===== src/rtl/cache_bus_pkg.sv =====
// Shared encodings for the cache bus arbiter: FSM states, transaction owner and access size.
package cache_bus_pkg;

   typedef enum logic [1:0] {
      IDLE = 2'd0,
      ADDR = 2'd1,
      DATA = 2'd2
   } state_t;

   typedef enum logic [1:0] {
      OWN_NONE = 2'd0,
      OWN_INST = 2'd1,
      OWN_DATA = 2'd2
   } owner_t;

   localparam logic [1:0] SZ_BYTE = 2'd0;
   localparam logic [1:0] SZ_HALF = 2'd1;
   localparam logic [1:0] SZ_WORD = 2'd2;

endpackage


===== src/rtl/cache_bus_arbiter_if.sv =====
// The i-side, d-side and bridge sram-like buses around the arbiter, bundled as one interface.
interface cache_bus_arbiter_if #(
   parameter int ADDR_WIDTH = 32
);
   logic                  inst_req;
   logic                  inst_wr;
   logic [1:0]            inst_size;
   logic [ADDR_WIDTH-1:0] inst_addr;
   logic [31:0]           inst_wdata;
   logic [31:0]           inst_rdata;
   logic                  inst_addr_ok;
   logic                  inst_data_ok;

   logic                  data_req;
   logic                  data_wr;
   logic [1:0]            data_size;
   logic [ADDR_WIDTH-1:0] data_addr;
   logic [31:0]           data_wdata;
   logic [31:0]           data_rdata;
   logic                  data_addr_ok;
   logic                  data_data_ok;

   logic                  mem_req;
   logic                  mem_wr;
   logic [1:0]            mem_size;
   logic [ADDR_WIDTH-1:0] mem_addr;
   logic [31:0]           mem_wdata;
   logic [31:0]           mem_rdata;
   logic                  mem_addr_ok;
   logic                  mem_data_ok;

   // slave: the arbiter's view (serves the caches, drives the bridge)
   modport slave (
      input  inst_req, inst_wr, inst_size, inst_addr, inst_wdata,
      output inst_rdata, inst_addr_ok, inst_data_ok,
      input  data_req, data_wr, data_size, data_addr, data_wdata,
      output data_rdata, data_addr_ok, data_data_ok,
      output mem_req, mem_wr, mem_size, mem_addr, mem_wdata,
      input  mem_rdata, mem_addr_ok, mem_data_ok
   );

   // master: the caches plus the bridge, as seen from outside the arbiter
   modport master (
      output inst_req, inst_wr, inst_size, inst_addr, inst_wdata,
      input  inst_rdata, inst_addr_ok, inst_data_ok,
      output data_req, data_wr, data_size, data_addr, data_wdata,
      input  data_rdata, data_addr_ok, data_data_ok,
      input  mem_req, mem_wr, mem_size, mem_addr, mem_wdata,
      output mem_rdata, mem_addr_ok, mem_data_ok
   );

endinterface


===== src/rtl/cache_bus_arbiter_arb_pick.sv =====
// Combinational requester pick: fixed data priority (ARB_MODE 0) or alternate on tie (ARB_MODE 1).
module arb_pick #(
   parameter int ARB_MODE = 0
) (
   input  logic inst_req,
   input  logic data_req,
   input  logic rr_last_data,
   output logic grant_inst,
   output logic grant_data,
   output logic valid
);

   always_comb begin
      valid = inst_req | data_req;
      if (inst_req & data_req)
         grant_data = (ARB_MODE == 0) ? 1'b1 : ~rr_last_data;
      else
         grant_data = data_req;
      grant_inst = valid & ~grant_data;
   end

endmodule


===== src/rtl/cache_bus_arbiter.sv =====
// Shares one sram-like bridge port between i_cache and d_cache, one transaction in flight,
// grant locked from issue until data_ok.
module cache_bus_arbiter
   import cache_bus_pkg::*;
#(
   parameter int ARB_MODE   = 0,
   parameter int ADDR_WIDTH = 32
) (
   input logic               clk,
   input logic               rst,
   cache_bus_arbiter_if.slave bus
);

   state_t                state;
   owner_t                owner;
   owner_t                rr_last;
   logic                  grant_inst;
   logic                  grant_data;
   logic                  pick_valid;
   logic                  sel_inst;
   logic                  sel_data;
   logic                  req_out;
   logic                  fire_addr;
   logic                  done;
   logic [ADDR_WIDTH-1:0] addr_mux;

   arb_pick #(.ARB_MODE(ARB_MODE)) u_pick (
      .inst_req     (bus.inst_req),
      .data_req     (bus.data_req),
      .rr_last_data (rr_last == OWN_DATA),
      .grant_inst   (grant_inst),
      .grant_data   (grant_data),
      .valid        (pick_valid)
   );

   // The pick only steers the bus in IDLE; afterwards the latched owner does.
   always_comb begin
      sel_inst = 1'b0;
      sel_data = 1'b0;
      req_out  = 1'b0;
      if (!rst) begin
         if (state == IDLE) begin
            sel_inst = grant_inst;
            sel_data = grant_data;
            req_out  = pick_valid;
         end else begin
            sel_inst = (owner == OWN_INST);
            sel_data = (owner == OWN_DATA);
            if (state == ADDR)
               req_out = (sel_inst & bus.inst_req) | (sel_data & bus.data_req);
         end
      end
   end

   assign fire_addr = req_out & bus.mem_addr_ok;
   // data_ok completes only after (or together with) an accepted address
   assign done      = bus.mem_data_ok & (sel_inst | sel_data) & (fire_addr | (state == DATA));

   assign addr_mux      = sel_inst ? bus.inst_addr : (sel_data ? bus.data_addr : '0);
   assign bus.mem_addr  = addr_mux;
   assign bus.mem_req   = req_out;
   assign bus.mem_wr    = (sel_inst & bus.inst_wr) | (sel_data & bus.data_wr);
   assign bus.mem_size  = sel_inst ? bus.inst_size  : (sel_data ? bus.data_size  : 2'd0);
   assign bus.mem_wdata = sel_inst ? bus.inst_wdata : (sel_data ? bus.data_wdata : 32'd0);

   assign bus.inst_addr_ok = fire_addr & sel_inst;
   assign bus.data_addr_ok = fire_addr & sel_data;
   assign bus.inst_data_ok = done & sel_inst;
   assign bus.data_data_ok = done & sel_data;
   assign bus.inst_rdata   = bus.mem_rdata;
   assign bus.data_rdata   = bus.mem_rdata;

   always_ff @(posedge clk) begin
      if (rst) begin
         state   <= IDLE;
         owner   <= OWN_NONE;
         rr_last <= OWN_INST;
      end else begin
         case (state)
            IDLE: begin
               if (pick_valid) begin
                  if (done) begin
                     rr_last <= grant_data ? OWN_DATA : OWN_INST;
                  end else begin
                     state <= fire_addr ? DATA : ADDR;
                     owner <= grant_data ? OWN_DATA : OWN_INST;
                  end
               end
            end
            ADDR: begin
               if (fire_addr) begin
                  if (done) begin
                     state   <= IDLE;
                     owner   <= OWN_NONE;
                     rr_last <= owner;
                  end else begin
                     state <= DATA;
                  end
               end
            end
            DATA: begin
               if (done) begin
                  state   <= IDLE;
                  owner   <= OWN_NONE;
                  rr_last <= owner;
               end
            end
            default: state <= IDLE;
         endcase
      end
   end

endmodule

===== src/flat_wrapper.sv =====
// flat-port wrapper written by rule: the top's interface ports become plain ports
module cache_bus_arbiter_flat import cache_bus_pkg::*;
#(
   parameter int ARB_MODE   = 0,
   parameter int ADDR_WIDTH = 32
)
  (clk, rst, bus_inst_req, bus_inst_wr, bus_inst_size, bus_inst_addr, bus_inst_wdata, bus_inst_rdata, bus_inst_addr_ok, bus_inst_data_ok, bus_data_req, bus_data_wr, bus_data_size, bus_data_addr, bus_data_wdata, bus_data_rdata, bus_data_addr_ok, bus_data_data_ok, bus_mem_req, bus_mem_wr, bus_mem_size, bus_mem_addr, bus_mem_wdata, bus_mem_rdata, bus_mem_addr_ok, bus_mem_data_ok);
  cache_bus_arbiter_if #(.ADDR_WIDTH(ADDR_WIDTH)) bus_i ();
  input logic clk;
  input logic rst;
  input wire logic [$bits(bus_i.inst_req)-1:0] bus_inst_req;
  input wire logic [$bits(bus_i.inst_wr)-1:0] bus_inst_wr;
  input wire logic [$bits(bus_i.inst_size)-1:0] bus_inst_size;
  input wire logic [$bits(bus_i.inst_addr)-1:0] bus_inst_addr;
  input wire logic [$bits(bus_i.inst_wdata)-1:0] bus_inst_wdata;
  output wire logic [$bits(bus_i.inst_rdata)-1:0] bus_inst_rdata;
  output wire logic [$bits(bus_i.inst_addr_ok)-1:0] bus_inst_addr_ok;
  output wire logic [$bits(bus_i.inst_data_ok)-1:0] bus_inst_data_ok;
  input wire logic [$bits(bus_i.data_req)-1:0] bus_data_req;
  input wire logic [$bits(bus_i.data_wr)-1:0] bus_data_wr;
  input wire logic [$bits(bus_i.data_size)-1:0] bus_data_size;
  input wire logic [$bits(bus_i.data_addr)-1:0] bus_data_addr;
  input wire logic [$bits(bus_i.data_wdata)-1:0] bus_data_wdata;
  output wire logic [$bits(bus_i.data_rdata)-1:0] bus_data_rdata;
  output wire logic [$bits(bus_i.data_addr_ok)-1:0] bus_data_addr_ok;
  output wire logic [$bits(bus_i.data_data_ok)-1:0] bus_data_data_ok;
  output wire logic [$bits(bus_i.mem_req)-1:0] bus_mem_req;
  output wire logic [$bits(bus_i.mem_wr)-1:0] bus_mem_wr;
  output wire logic [$bits(bus_i.mem_size)-1:0] bus_mem_size;
  output wire logic [$bits(bus_i.mem_addr)-1:0] bus_mem_addr;
  output wire logic [$bits(bus_i.mem_wdata)-1:0] bus_mem_wdata;
  input wire logic [$bits(bus_i.mem_rdata)-1:0] bus_mem_rdata;
  input wire logic [$bits(bus_i.mem_addr_ok)-1:0] bus_mem_addr_ok;
  input wire logic [$bits(bus_i.mem_data_ok)-1:0] bus_mem_data_ok;
  assign bus_i.inst_req = bus_inst_req;
  assign bus_i.inst_wr = bus_inst_wr;
  assign bus_i.inst_size = bus_inst_size;
  assign bus_i.inst_addr = bus_inst_addr;
  assign bus_i.inst_wdata = bus_inst_wdata;
  assign bus_inst_rdata = bus_i.inst_rdata;
  assign bus_inst_addr_ok = bus_i.inst_addr_ok;
  assign bus_inst_data_ok = bus_i.inst_data_ok;
  assign bus_i.data_req = bus_data_req;
  assign bus_i.data_wr = bus_data_wr;
  assign bus_i.data_size = bus_data_size;
  assign bus_i.data_addr = bus_data_addr;
  assign bus_i.data_wdata = bus_data_wdata;
  assign bus_data_rdata = bus_i.data_rdata;
  assign bus_data_addr_ok = bus_i.data_addr_ok;
  assign bus_data_data_ok = bus_i.data_data_ok;
  assign bus_mem_req = bus_i.mem_req;
  assign bus_mem_wr = bus_i.mem_wr;
  assign bus_mem_size = bus_i.mem_size;
  assign bus_mem_addr = bus_i.mem_addr;
  assign bus_mem_wdata = bus_i.mem_wdata;
  assign bus_i.mem_rdata = bus_mem_rdata;
  assign bus_i.mem_addr_ok = bus_mem_addr_ok;
  assign bus_i.mem_data_ok = bus_mem_data_ok;
  cache_bus_arbiter #(.ARB_MODE(ARB_MODE), .ADDR_WIDTH(ADDR_WIDTH)) u_core (.clk(clk), .rst(rst), .bus(bus_i));
endmodule

===== config.mk =====
export PLATFORM = sky130hd
export DESIGN_NAME = cache_bus_arbiter_flat
export DESIGN_NICKNAME = d
export VERILOG_FILES = /design/src/rtl/cache_bus_pkg.sv /design/src/rtl/cache_bus_arbiter_if.sv /design/src/rtl/cache_bus_arbiter_arb_pick.sv /design/src/rtl/cache_bus_arbiter.sv /design/src/flat_wrapper.sv
export SDC_FILE = /design/constraint.sdc
export NUM_CORES = 1
export LEC_CHECK = 0
export CAP_MARGIN = 20
export CORE_AREA = 2 2 118 120
export CTS_CLUSTER_DIAMETER = 50
export DETAILED_ROUTE_END_ITERATION = 12
export DIE_AREA = 0 0 120 122
export PLACE_DENSITY = 0.66
export SETUP_SLACK_MARGIN = 0.4
export SLEW_MARGIN = 20
export SYNTH_ARGS = -nofsm -noshare
export SYNTH_HDL_FRONTEND = slang
export SYNTH_SLANG_ARGS = --single-unit

===== constraint.sdc =====
create_clock -name clk -period 2.4 [get_ports clk]
set_input_delay 0.48 -clock clk [delete_from_list [all_inputs] [get_ports clk]]
set_output_delay 0.48 -clock clk [all_outputs]
set_load 0.01 [all_outputs]

* Word level (Yosys, flattened, before mapping)
Cells that the tools add are included.
Storage, ports and cells: register bits after elaboration 4, bits of input ports 172, output and inout port bits 136, word-level logic and storage cells 60
Operators by class: eq/ne operators 8, muxes and demuxes 27, bitwise gates (word level) 19, reduce and logical (&&, ||, !) cells 4
Operator list (count):
- 2-to-1 mux 32 bit | 4
- 2-to-1 mux 2 bit | 13
- bitwise AND 1 bit | 13
- case mux 2 bit (3 select lines) | 2
- 2-to-1 mux 1 bit | 8
- AND reduction 4 bit | 2
- != test 2 x 1 -> 1 bit, second input constant | 3
- OR 1 bit | 5
- == test 2 x 1 -> 1 bit, second input constant | 2
- == test 2 bit, second input constant | 2
- nonzero test 3 bit | 1
- zero test 2 bit | 1
- != test 2 bit, second input constant | 1
- NOT 1 bit | 1

* Longest topological paths before layout
word-level depth 12, mapped depth 8, mapped depth without buffers 7

* By module
Synthesis repeated with hierarchy kept, for this count alone.
Unflattened totals: cells, all modules 232, area, all modules 1761.7 um^2
By module, submodules not included:
- cache_bus_arbiter | times used 1, cells each 229, area each 1745.4 um^2, seq. area each 120.1 um^2
- arb_pick | times used 1, cells each 3, area each 16.3 um^2, seq. area each 0.0 um^2

* Least setup slack after synthesis
No wires, ideal clock.
path kind reg-to-output, from register u_core.state[0], to output port bus_inst_addr_ok, arrival 1.683 ns, required time 1.920 ns, path slack 0.237 ns, stages on the path, launching flop included 9, cells stage by stage dfxtp_1 inv_1 ha_1 inv_1 nand3b_1 a21oi_2 buf_2 buf_2 and3_1
Between the ends: longest elaborated chain between the ends 6, elaborated cells between the ends (all ways) 9, classes of those cells 1 x eq/ne; 5 x mux; 2 x bitwise; 1 x reduce/logical
Ends and longest elaborated chain:
- from (decl) | line cache_bus_arbiter.sv:14 | state_t state;
- from (signal assigned) | line cache_bus_arbiter.sv:85 | state <= fire_addr ? DATA : ADDR;
- == test 2 x 1 -> 1 bit | line cache_bus_arbiter.sv:49 | if (state == ADDR)
- 2-to-1 mux 1 bit | line cache_bus_arbiter.sv:49
- 2-to-1 mux 1 bit | line cache_bus_arbiter.sv:42 | if (state == IDLE) begin
- 2-to-1 mux 1 bit | line cache_bus_arbiter.sv:41 | if (!rst) begin
- bitwise AND 1 bit | line cache_bus_arbiter.sv:55 | assign fire_addr = req_out & bus.mem_addr_ok;
- bitwise AND 1 bit (*) | line cache_bus_arbiter.sv:66 | assign bus.inst_addr_ok = fire_addr & sel_inst;
- to (decl) | line flat_wrapper.sv:17 | output wire logic [$bits(bus_i.inst_addr_ok)-1:0] bus_inst_addr_ok;
Every way passes the cells marked *; elsewhere a longest branch is shown, timed or not.

* Worst setup path in the final report
from register u_core.state[0], to output port bus_mem_addr[18]
Between the ends: longest elaborated chain between the ends 5, elaborated cells between the ends (all ways) 7, classes of those cells 6 x mux; 1 x reduce/logical
Ends and longest elaborated chain:
- zero test 2 bit (*) | line cache_bus_arbiter.sv:42
- 2-to-1 mux 1 bit | line cache_bus_arbiter.sv:42
- 2-to-1 mux 1 bit | line cache_bus_arbiter.sv:41
- 2-to-1 mux 32 bit | line cache_bus_arbiter.sv:59 | assign addr_mux = sel_inst ? bus.inst_addr : (sel_data ? bus.data_addr : '0);
- 2-to-1 mux 32 bit (*) | line cache_bus_arbiter.sv:59
- to (decl) | line flat_wrapper.sv:30 | output wire logic [$bits(bus_i.mem_addr)-1:0] bus_mem_addr;
Marks and branches as above.

==> summary.md <==
| Metric | Value |
|---|---|
| Ys flop type | `dfxtp_1` |
| RSZ-0062 raised after global routing | `yes` |
| Yosys warns | `0` |
| Worst Skew | `0.001170 ns` |
| H-tree Lvls | `1` |
| Area added between synthesis and finish | `171.8%` |
| Max_slew headroom | `79.16%` |
| DP HPWL | `7997 um` |
| Clock sinks | `4` |
| Antenna violations before repair | `0` |
| Mean post-synth cell area | `7.749 um^2` |
| Die height | `122 um` |
| Post-synthesis sequential area ratio | `4.874%` |
| Initial core utilization | `12.17%` |
| DRC | `0` |
| Final Setup Violations | `17` |
| VDD IR max | `402.7 uV` |
| P_leak | `1.970 nW` |
| Vias per inst | `4.254` |
| Total power per unit cell area | `654.7 nW/um^2` |
| Slew Limit Fails | `0` |
| Crit path DAT | `1.95 ns` |
| Crit path kind | `flop to primary output` |
| Async set or reset register ratio after synthesis | `0%` |
| Mapped Cells | `212` |
| Max Fclk | `0.4119 GHz` |
| Met2 GRT Util | `27.20%` |
| CTS Root Cell | `clkbuf_16` |
| Largest net degree at the start of global routing | `31` |
| Largest family of logic cells by synthesized area | `compound AO/OA/AOI/OAI gates` |
| Post-Synth Simple-Gate Area | `13.33%` |
| Yosys cell types | `36` |
| Startpoint types | `flop` |
| Row cnt | `43` |
| Worst EP required | `1.92 ns` |
| Routed wire length | `12320 um` |
| Clock tree buffer depth | `2` |
| Inst Count DP | `553` |
| Final Cell Area | `4466 um^2` |
| Setup ws final | `-0.02799 ns` |
| Final Cycle Share | `101.2%` |
| Placeable Area | `13500 um^2` |
| Post-route ant nets | `0` |
| Post-synth EDFFs | `0` |
| Clk slew on worst S/H paths | `0.03 ns` |
| CP Capture Type | `primary output` |
| Synthesized Nets | `388` |
| Top cells by area, synth | `a22o_1 36%, buf_4 29%, dfxtp_1 4.9%, ha_1 3.0%, buf_2 2.1%` |
| ANT cells | `0` |
| Hold Vio Cnt, Final | `0` |
| Critical path peak fanout | `6` |
| Count of maximum capacitance violations | `0` |
| Worst reg-to-reg setup slack | `0.11 ns` |
| HP Class | `flop to flop` |
| Clock Latency Late Sink | `0.22 ns` |
| DRT iter0 DRCs | `87` |
| Die area | `14640 um^2` |
| Top cell type's share of synthesized area | `35.72%` |
| DP Area | `3725 um^2` |
| Worst Max-Slew Pin Slew | `0.3121 ns` |
| Synth cell count leaders | `67 x a22o_1, 64 x buf_4, 8 x clkbuf_1` |
| Layout cells sized above 1 | `43.03%` |
| Multiplexer share of the synthesized area | `0%` |
| Adder-cell share of the synthesized area | `3.046%` |
| Wire per inst | `20.43 um` |
| Period minus WS final | `2.428 ns` |
| Most frequent cell after synthesis | `a22o_1` |
| Port Buffers | `211` |
| Area of the mapped netlist | `1643 um^2` |
| Met3 Use GR | `3.839%` |
| #FFs+latches synth | `4` |
| Inserted Clock Buffers | `3` |
| Vias in the first global route | `2530` |
| Clock tree from TritonCTS | `done` |
| Non-filler cells, final | `603` |
| First-pass GRT wire length | `15740 um` |
| Die X-Extent | `120 um` |
| Ports | `308` |
| Xor/xnor share of the synthesized area | `0.5331%` |
| Total track usage | `14.31%` |
| Placer congestion estimate | `0.7481` |
| Most Crowded Layer GR | `met2` |
| Compound-Gate Fraction of Synth Area | `44.10%` |
| DR vias | `2565` |
| Final nets | `601` |
| Area leader, netlist | `a22o_1` |
| Failing checks | `negative setup slack` |
| Grt met1 use | `15.82%` |
| Grt total ovfl | `0` |
| Detailed Routing Iterations Pass 1 | `4` |
| Status | `complete, but fails checks` |
repair_timing:
item	in CTS	in global routing
cloned	11	4
setup buffers	23	9
endpoints found under the setup margin	75	75
gates resized for setup	371	17
endpoints found under the hold margin	0	0
pin swaps	62	19
hold buffers	0	0
sequential cells by signal, summed over array words and instances (netlist names):
signal        count
u_core.state      2
u_core.owner      2
worst paths after layout:
check	startpoint	to	cells after the start
worst max-delay path	u_core.state[0]	bus_mem_addr[18]	11
worst min-delay path	u_core.state[1]	u_core.state[1]	3
worst max register to register	u_core.state[1]	u_core.owner[1]	12
worst min register to register	u_core.state[1]	u_core.state[1]	3
area by class of cell:
cell class                 instances  area, um^2
clock buffer                       3       75.07
fill                            1366        9039
inverter                           4       15.01
multi-input combinational        125        1151
sequential                         4       82.58
tap                              180       225.2
timing repair buffer             287        2917
per-layer routing:
layer,vias up,part of all wire (%)
met2,156,53
met5,-,0
met3,16,8.6
li1,1171,-
met4,0,1.3
met1,1222,37
kinds of logic (layout without fill, tap and decap cells):
kind of cell | Yosys count | count (layout)
adders and majority gates | 4 | 4
xor gates and xnor gates | 1 | 1
DFF | 4 | 4
buffers and inverters | 83 | 294
and+or+nand+nor | 33 | 33
AOI/OAI and AO/OA | 87 | 87
layout by cell type (no fill, tap or decap), types with 2 or more instances in the layout:
cell type	count
nor2b_1	2
ha_1	3
clkbuf_16	6
nand3b_1	4
and2_4	2
o21ai_0	2
nor2_1	2
buf_4	32
buf_6	34
o211ai_1	2
dlygate4sd2_1	2
nand2_1	5
clkdlybuf4s50_1	136
nor3b_4	2
dfxtp_1	2
dfxtp_2	2
buf_12	9
o21ai_1	2
nor2_2	2
nor2_4	2
buf_8	5
buf_2	54
buf_16	11
inv_2	3
a22o_1	66
a21oi_4	4
a21oi_1	2
worst max-delay path: stages, from the launching register on:
cell	delay, ns
dfxtp_2	0.31
inv_2	0.07
ha_4	0.19
inv_2	0.05
nand3b_1	0.14
a21oi_4	0.09
buf_6	0.13
buf_6	0.11
buf_12	0.14
buf_16	0.14
a22o_1	0.22
buf_2	0.13
per-stage QoR:
stage	power [mW]	hold slack [ns]	utilization [%]	setup TNS, ns	setup WS, ns
after floorplan	0.9908	0.4836	-	0	0.3595
after global placement	1.911	0.6067	27.58	-33.72	-0.5855
after detailed placement	1.933	0.6279	27.58	-34.38	-0.5928
after CTS	2.696	0.6307	31.44	-0.1352	-0.01402
after global routing	3.080	0.6987	33.07	-2.752	-0.1001
final	2.924	0.6622	33.07	-0.1468	-0.02799
where the power goes:
group	internal, mW	total [mW]	switching [mW]
Sequential	0.0963	0.138	0.0418
Combinational	1.51	2.53	1.02
Clock	0.213	0.256	0.0433
Total	1.82	2.92	1.11
Note: power is estimated with default switching activity, not from simulation.
